$ cat config.mk
export PLATFORM = sky130hd
export DESIGN_NAME = wb_arbiter
export DESIGN_NICKNAME = d
export VERILOG_FILES = /design/src/rtl/wb_pkg.sv /design/src/rtl/wb_arbiter_rr.sv /design/src/rtl/wb_arbiter.sv
export SDC_FILE = /design/constraint.sdc
export NUM_CORES = 1
export LEC_CHECK = 0
export ABC_AREA = 1
export ABC_CLOCK_PERIOD_IN_PS = 9100
export CAP_MARGIN = 10
export CORE_AREA = 2 2 92 94
export DETAILED_ROUTE_END_ITERATION = 10
export DIE_AREA = 0 0 94 96
export HOLD_SLACK_MARGIN = 0.05
export PLACE_DENSITY_LB_ADDON = 0.2
export SLEW_MARGIN = 25
export SYNTH_ARGS = -nofsm -noshare
export SYNTH_HDL_FRONTEND = slang
export SYNTH_SLANG_ARGS = --single-unit
$ cat constraint.sdc
create_clock -name clk -period 9.1 [get_ports clk]
set_input_delay 2.275 -clock clk [delete_from_list [all_inputs] [get_ports clk]]
set_output_delay 2.275 -clock clk [all_outputs]
set_load 0.01 [all_outputs]
$ cat src/rtl/wb_pkg.sv
// Shared widths, requester identifiers and request record for the writeback arbiter.
package wb_pkg;

    localparam int WB_NREQ = 4;
    localparam int WB_XLEN = 32;
    localparam int WB_AW   = 5;

    typedef enum logic [1:0] {
        WB_ALU = 2'd0,
        WB_FPU = 2'd1,
        WB_LSU = 2'd2,
        WB_IO  = 2'd3
    } wb_src_e;

    typedef struct packed {
        logic [WB_AW-1:0]   addr;
        logic [WB_XLEN-1:0] data;
    } wb_req_t;

endpackage

$ cat src/rtl/wb_arbiter_rr.sv
// Combinational round-robin picker: first asserted request at or after ptr, wrapping mod N.
module rr_arbiter
    import wb_pkg::*;
#(
    parameter int N = WB_NREQ
) (
    input  logic [N-1:0]         req,
    input  logic [$clog2(N)-1:0] ptr,
    output logic [N-1:0]         gnt,
    output logic [$clog2(N)-1:0] gnt_idx,
    output logic                 any
);

    localparam int IW = $clog2(N);
    localparam int SW = IW + 1;

    logic [SW-1:0] sum;
    logic [IW-1:0] idx;

    always_comb begin
        gnt     = '0;
        gnt_idx = '0;
        any     = 1'b0;
        sum     = '0;
        idx     = '0;
        for (int i = 0; i < N; i++) begin
            // ptr + i is below 2N, so one conditional subtract gives the modulo
            sum = {1'b0, ptr} + SW'(i);
            if (sum >= SW'(N)) sum = sum - SW'(N);
            idx = sum[IW-1:0];
            if (!any && req[idx]) begin
                any     = 1'b1;
                gnt_idx = idx;
            end
        end
        if (any) gnt[gnt_idx] = 1'b1;
    end

endmodule

$ cat src/rtl/wb_arbiter.sv
// Round-robin share of the regfile write port with a registered write stage.
// Optional pending-destination tracking under macro WBARB_SCOREBOARD_EN.
module wb_arbiter
    import wb_pkg::*;
#(
    parameter int NREQ = WB_NREQ,
    parameter int XLEN = WB_XLEN,
    parameter int AW   = WB_AW
) (
    input  logic                 clk,
    input  logic                 rstn,
    input  logic                 flush,
`ifdef WBARB_SCOREBOARD_EN
    input  logic                 issue_valid,
    input  logic [AW-1:0]        issue_rd,
    output logic [(2**AW)-1:0]   busy,
`endif
    input  logic [NREQ-1:0]      req_valid,
    input  logic [NREQ*AW-1:0]   req_addr,
    input  logic [NREQ*XLEN-1:0] req_data,
    output logic [NREQ-1:0]      req_ready,
    output logic                 rf_we,
    output logic [AW-1:0]        rf_wa,
    output logic [XLEN-1:0]      rf_wd
);

    localparam int PW = $clog2(NREQ);

    logic [PW-1:0]   ptr;
    logic [PW-1:0]   ptr_nxt;
    logic [PW-1:0]   gnt_idx;
    logic [NREQ-1:0] gnt;
    logic            any;
    logic            hs;
    logic            wr;
    logic [AW-1:0]   g_addr;
    logic [XLEN-1:0] g_data;

    rr_arbiter #(.N(NREQ)) u_rr (
        .req     (req_valid),
        .ptr     (ptr),
        .gnt     (gnt),
        .gnt_idx (gnt_idx),
        .any     (any)
    );

    // rstn gates ready so no requester sees a handshake while reset is held
    assign req_ready = gnt & {NREQ{~flush & rstn}};
    assign hs        = any & ~flush & rstn;
    assign g_addr    = req_addr[gnt_idx*AW +: AW];
    assign g_data    = req_data[gnt_idx*XLEN +: XLEN];
    assign wr        = hs && (g_addr != '0);
    assign ptr_nxt   = (gnt_idx == PW'(NREQ-1)) ? '0 : gnt_idx + 1'b1;

    always_ff @(posedge clk or negedge rstn) begin
        if (!rstn) begin
            ptr   <= '0;
            rf_we <= 1'b0;
            rf_wa <= '0;
            rf_wd <= '0;
        end else begin
            rf_we <= wr;
            if (hs) ptr <= ptr_nxt;
            if (wr) begin
                rf_wa <= g_addr;
                rf_wd <= g_data;
            end
        end
    end

`ifdef WBARB_SCOREBOARD_EN
    logic [(2**AW)-1:0] busy_nxt;

    // clear before set so a same-cycle reissue of the committing register stays busy
    always_comb begin
        busy_nxt = busy;
        if (rf_we) busy_nxt[rf_wa] = 1'b0;
        if (issue_valid && (issue_rd != '0)) busy_nxt[issue_rd] = 1'b1;
        busy_nxt[0] = 1'b0;
    end

    always_ff @(posedge clk or negedge rstn) begin
        if (!rstn)      busy <= '0;
        else if (flush) busy <= '0;
        else            busy <= busy_nxt;
    end
`else
    // no pending-destination tracking in this build; arbitration is unchanged
`endif

endmodule

# Word level (Yosys, flattened, before mapping)

Cells that the tools add are included.

Add/subtract/negate cells: 8
Multipliers: 1
Order comparisons: 10
Equal/unequal tests: 1
Shift operators: 2
Mux-type cells: 24
Bitwise operators: 5
Reductions and logical operators: 9

Operators by type and width:

| cell                                                                                 | number |
|---|---|
| 128-bit by 8-bit variable part select with 32-bit output                             | 1 |
| 20-bit by 6-bit variable part select with 5-bit output                               | 1 |
| 2-bit 2-to-1 mux                                                                     | 9 |
| 2-bit by 3-bit < comparator with 1-bit output (second input constant)                | 5 |
| 3-bit greater-or-equal comparator (second input constant)                            | 3 |
| 1-bit 2-to-1 mux                                                                     | 9 |
| 1-bit binary-select mux with 2-bit select                                            | 4 |
| 2-bit by 1-bit subtractor with 2-bit output (second input constant)                  | 4 |
| 2-bit by 2-bit adder with 3-bit output (second input constant)                       | 2 |
| 1-bit logical AND                                                                    | 5 |
| 2-bit by 3-bit multiplier with 5-bit output (second input constant)                  | 1 |
| 5-bit nonzero test                                                                   | 1 |
| 4-bit bitwise AND                                                                    | 1 |
| 4-bit 2-to-1 mux                                                                     | 1 |
| 2-bit by 1-bit adder with 3-bit output (second input constant)                       | 1 |
| 1-bit bitwise AND                                                                    | 3 |
| 2-bit by 3-bit greater-or-equal comparator with 1-bit output (second input constant) | 1 |
| 1-bit zero test                                                                      | 3 |
| 2-bit by 1-bit adder with 2-bit output (second input constant)                       | 1 |
| 1-bit demux with 2-bit select                                                        | 1 |
| 2-bit equality test (second input constant)                                          | 1 |
| 2-bit by 1-bit greater-or-equal comparator with 1-bit output (second input constant) | 1 |
| 1-bit NOT                                                                            | 1 |

Register bits after elaboration: 40
Bits of input ports: 155
Output and inout bits: 42
Word-level logic and storage cells: 64

# Logic depth before layout (Yosys ltp)

Word-level depth: 20
Mapped depth: 20
Depth with buffers taken out: 18

# By module

Synthesis repeated with hierarchy kept, for this count alone.

Cells, all modules: 481
Area, all modules: 3057.9 um2

By module, submodules not included:

| module     | times used | cells each | area an instance (um2) | seq. area each (um2) |
|---|---|---|---|---|
| wb_arbiter | 1          | 411        | 2671.3                 | 1001.0 |
| rr_arbiter | 1          | 70         | 386.6                  | 0.0 |

# Worst setup path before layout

No wires, ideal clock.

Kind: input to output
From: in req_valid[3]
To: out req_ready[0]
Data arrival time: 3.818 ns
Data required time: 6.825 ns
Slack: 3.007 ns
Stages: 12
Path through: inv_1 nand2_1 nand3_1 nand2_1 nor2_4 nand3_1 nand2_2 buf_2 clkbuf_1 ha_1 inv_1 nor2_1

Cells in the longest elaborated chain, start to end: 18
Elaborated cells between the ends (all ways): 29
Those cells by class: order compare (2); mux (19); bitwise (1); reduce/logical (7)

Ends and longest elaborated chain:

| element                                                                                                                                                    | line                | text |
|---|---|---|
| start, declared                                                                                                                                            | wb_arbiter.sv:18    | `input logic [NREQ-1:0] req_valid,` |
| 1-bit binary-select mux with 2-bit select                                                                                                                  | wb_arbiter_rr.sv:31 | `if (!any && req[idx]) begin` |
| 1-bit 2-to-1 mux (implied by the code)                                                                                                                     | wb_arbiter_rr.sv:31 |  |
| 1-bit 2-to-1 mux                                                                                                                                           | wb_arbiter_rr.sv:31 |  |
| 1-bit zero test                                                                                                                                            | wb_arbiter_rr.sv:31 |  |
| 1-bit logical AND                                                                                                                                          | wb_arbiter_rr.sv:31 |  |
| 1-bit 2-to-1 mux                                                                                                                                           | wb_arbiter_rr.sv:31 |  |
| 1-bit zero test                                                                                                                                            | wb_arbiter_rr.sv:31 |  |
| 1-bit logical AND                                                                                                                                          | wb_arbiter_rr.sv:31 |  |
| (+2 left out)                                                                                                                                              | -                   |  |
| 1-bit logical AND                                                                                                                                          | wb_arbiter_rr.sv:31 |  |
| 2-bit 2-to-1 mux                                                                                                                                           | wb_arbiter_rr.sv:31 |  |
| 2-bit by 3-bit < comparator with 1-bit output (implied by the code) / 2-bit by 1-bit greater-or-equal comparator with 1-bit output (equally long branches) | wb_arbiter_rr.sv:36 | `if (any) gnt[gnt_idx] = 1'b1;` |
| 1-bit logical AND (implied by the code)                                                                                                                    | wb_arbiter_rr.sv:36 |  |
| 1-bit 2-to-1 mux (implied by the code)                                                                                                                     | wb_arbiter_rr.sv:36 |  |
| 1-bit demux with 2-bit select                                                                                                                              | -                   |  |
| 4-bit 2-to-1 mux (*)                                                                                                                                       | wb_arbiter_rr.sv:36 |  |
| 4-bit bitwise AND (*)                                                                                                                                      | wb_arbiter.sv:48    | `assign req_ready = gnt & {NREQ{~flush & rstn}};` |
| end, declared                                                                                                                                              | wb_arbiter.sv:21    | `output logic [NREQ-1:0] req_ready,` |

Every way passes the cells marked *; elsewhere a longest branch is shown, timed or not. The select of a mux whose other input is x is not followed.

# Worst setup path in the final report

From: in req_valid[3]
To: out req_ready[3]

The elaborated chain is that of the path after synthesis.

==> summary.md <==
| Metric | Value |
|---|---|
| Vias per cell | slightly above 5 |
| # DRC | 0 |
| Register-to-register setup slack | ~5.3 ns |
| Die Ht | roughly 96 microns |
| Commonest non-fill, non-tap cell in the layout | nand2_1 |
| P&R area growth vs syn | 65.6% |
| PwrDens | 398 nW/um^2 |
| Synth top area cells | dfrtp_1 32%, nand2_1 28%, a32oi_1 9.0%, nand3_1 8.6%, a21oi_1 5.2% |
| Post-cts resize count | 0 |
| Psw | 1.10 mW |
| Post-synthesis sequential area ratio | 0.323 |
| Core Util, Final | 0.637 |
| CTS tree | yes |
| Max cap viols | 0 |
| R2R Path End | rf_wd[22]$_DFFE_PN0P_ |
| Worst-Margin Slew | between 0.9 and 1 ns |
| Antenna Cells | 0 |
| Htree depth | 2 |
| Most frequent cells in the layout | 228 x nand2_1, 195 x clkdlybuf4s50_1, 53 x nand3_1 |
| Ratio of cells with drive above 1 in the final layout | 0.0476 |
| Critical Path Fanout Max | 39 |
| Setup TNS | 0 ns |
| Seq cells post-synth | 40 |
| WP buf/inv | 5 |
| Largest net degree at the start of global routing | 55 |
| Clock Power Share | 0.061 |
| Initial antenna violation count | 0 |
| Syn Area/Cell | 6.49 sq um |
| Final Hold Fails | 0 |
| Crit-path leading delay family | buffers and inverters |
| CP Launch Type | primary input |
| Yosys cell types | 25 |
| WL met2 | 5490 microns |
| Final instance area | 5130 sq um |
| Period utilisation layout | 0.829 |
| Metal-1 WL | 4120 microns |
| Slew margin rel. | 0.385 |
| CTS max path bufs | 2 |
| I/O Buffers | 196 |
| Setup repair bufs after CTS | 0 |
| Sw Ratio | 0.539 |
| Post-layout nets | roughly 810 |
| CP required | a little under 7 ns |
| Die ar. | 9020 sq um |
| F_max | 0.133 GHz |
| Vias post-DR | 3,891 |
| Top Metal Used | met4 |
| Crit Reg-Reg Startpoint | ptr[0]$_DFFE_PN0P_ |
| Logic pwr share | 0.782 |
| Number of clock sinks | 40 |
| Static leakage | 2.38 nW |
| Worst Setup EP | req_ready[3] |
| Initial drt markers | 129 |
| Number of cells on the worst reg-to-reg path | 13 |
| Final Non-Filler Cells | about 760 |
| Die Span X | around 94 microns |
| Worst EP arrival | 5.27 ns |
| Vias in the first global route | approximately 3,800 |
| Worst VDD drop | roughly 180 uV |
| Final Max Tran Viols | 0 |
| Crit path largest cell delay | 0.56 ns |
| Worst skew pair latency | roughly 0.30 ns |
| HPWL after DPL | 8030 microns |
| Worst Setup Path Type | primary input to primary output |
| CTS Hold Bufs | 0 |
| Total gr overflow | 0 |
| # IOs | just under 200 |
| Sequential share of power | 0.157 |
| Hold crit path type | register to register |
| Clock transition at the registers of the reported paths | 0.07 ns |
| Final ANT Viol Nets | 0 |
| Wire per inst | 14.3 microns |
| Minimum clock period | 7.55 ns |
| GRT Util Overall | 0.234 |
| Wire length of the first global-routing pass | 16,900 microns |
| Dpl cells | 748 |
| Pint | 942 uW |
| Fin Hold WS | 0.470 ns |
| Post-synthesis cell area | 3100 sq um |
| Root Driver | clkbuf_8 |
| Worst setup path startpoint | req_valid[3] |
| WL final | roughly 11,000 microns |
| Final Wtd Congestion | 0.923 |
| Instance count on the critical path | 13 |
| Synth warnings | 0 |
| Core ar. | around 8100 sq um |
| Cell Rows | 33 |
| CP max stage cell | nand2_2 |
| Crit-path cells | clkdlybuf4s50_1 > inv_1 > nand2_1 > nand3_1 > nand2_1 > nor2_4 > nand3_1 > nand2_2 > clkinv_1 > ha_1 > inv_1 > nor2_1 > clkdlybuf4s50_1 |
| Cell count after synthesis | 477 |
| Dpl cell area | 5040 sq um |
| Met3 Routed Length | 945 microns |
| Cts bufs inserted | 5 |
| Final setup fails | 0 |
| DRT Pass-1 Iters | 4 |
| Setup crit end kind | primary output |
| Status | finished, final reports clean |
| Share of Yosys cell area claimed by the top area cell type | 0.323 |
| Setup Skew | 0.0118 ns |
| Syn Nets | 636 |
| Initial Util | 0.385 |
| Area leader, netlist | dfrtp_1 |
| RSZ-0062 raised after global routing | no |
[flip-flops by register name, indices dropped and copies added, names as in the netlist]
register and cells:
rf_wd 32, rf_we 1, rf_wa 5, ptr 2
[synthesized netlist by cell type]
| master | count |
|---|---|
| nand2_1 | 228 |
| nand3_2 | 3 |
| buf_4 | 2 |
| ha_1 | 4 |
| nor2_4 | 1 |
| nor2_2 | 1 |
| inv_2 | 3 |
| inv_8 | 1 |
| a32oi_1 | 32 |
| o21bai_2 | 1 |
| nand2_4 | 2 |
| nor2_1 | 8 |
| nand3_1 | 53 |
| buf_6 | 5 |
| o21ai_0 | 3 |
| inv_1 | 18 |
| clkinv_1 | 1 |
| or2_2 | 1 |
| nand2_2 | 5 |
| nand4_1 | 6 |
| buf_2 | 14 |
| dfrtp_1 | 40 |
| a21oi_1 | 32 |
| clkbuf_1 | 9 |
| buf_1 | 4 |
[worst min-delay path by stage]
stage,depth (start not counted),slack [ns],endpoint,start
floorplan,2,0.51,rf_wa[4]$_DFFE_PN0P_,rf_wa[4]$_DFFE_PN0P_
global placement,2,0.45,rf_wd[4]$_DFFE_PN0P_,rf_wd[4]$_DFFE_PN0P_
detailed placement,2,0.46,rf_wa[1]$_DFFE_PN0P_,rf_wa[1]$_DFFE_PN0P_
CTS,2,0.48,rf_wa[1]$_DFFE_PN0P_,rf_wa[1]$_DFFE_PN0P_
global route,2,0.50,rf_wd[7]$_DFFE_PN0P_,rf_wd[7]$_DFFE_PN0P_
finish,2,0.47,rf_wd[10]$_DFFE_PN0P_,rf_wd[10]$_DFFE_PN0P_
[cell type report]
cell class | count | area, sq um
Clock inverter | 2 | 10.0
Timing Repair Buffer | 200 | 1990
Clock buffer | 6 | 82.6
Tap cell | 105 | 131
Fill cell | 753 | 2920
Sequential cell | 40 | 1000
Multi-Input combinational cell | 380 | 1830
Inverter | 23 | 93.8
[kinds of logic after synthesis]
| family | synth area share |
|---|---|
| AND/OR/NAND/NOR | 0.418 |
| AO/OA/AOI/OAI | 0.151 |
| buffers and inverters | 0.0917 |
| flip-flops | 0.323 |
| adder cells (fa/ha/maj) | 0.0162 |
[per-stage QoR]
stage	setup slack (ns)	total power [mW]
6_report	1.55	2.04
5_1_grt	1.30	2.28
4_1_cts	1.61	2.06
3_5_place_dp	1.63	1.92
3_3_place_gp	1.80	1.89
2_1_floorplan	3.01	1.48
[power groups by stage]
| stage | logic, mW | registers [mW] | clock network [mW] |
|---|---|---|---|
| after floorplan | 1.13 | 0.351 | 0 |
| after global placement | 1.57 | 0.319 | 0 |
| after detailed placement | 1.60 | 0.323 | 0 |
| after CTS | 1.61 | 0.321 | 0.128 |
| after global routing | 1.81 | 0.332 | 0.136 |
| final | 1.60 | 0.321 | 0.124 |
[routing by layer]
layer	global-route usage	vias up
met1	0.254	1748
met4	0.0749	0
li1	-	1931
met2	0.434	188
met3	0.0720	24
met5	0	-
[worst reg2reg max path, stage by stage (launching register included)]
cell and delay, ns:
dfrtp_1 0.65, nand2_1 0.18, nand3_1 0.15, nand2_1 0.13
nor2_4 0.17, nand3_1 0.13, nand2_2 0.56, buf_4 0.46
nand3_1 0.13, nand2_1 0.13, nand3_1 0.13, o21bai_4 0.71
nand2_1 0.15, nand2_1 0.10
(Power assumes the default switching activity.)
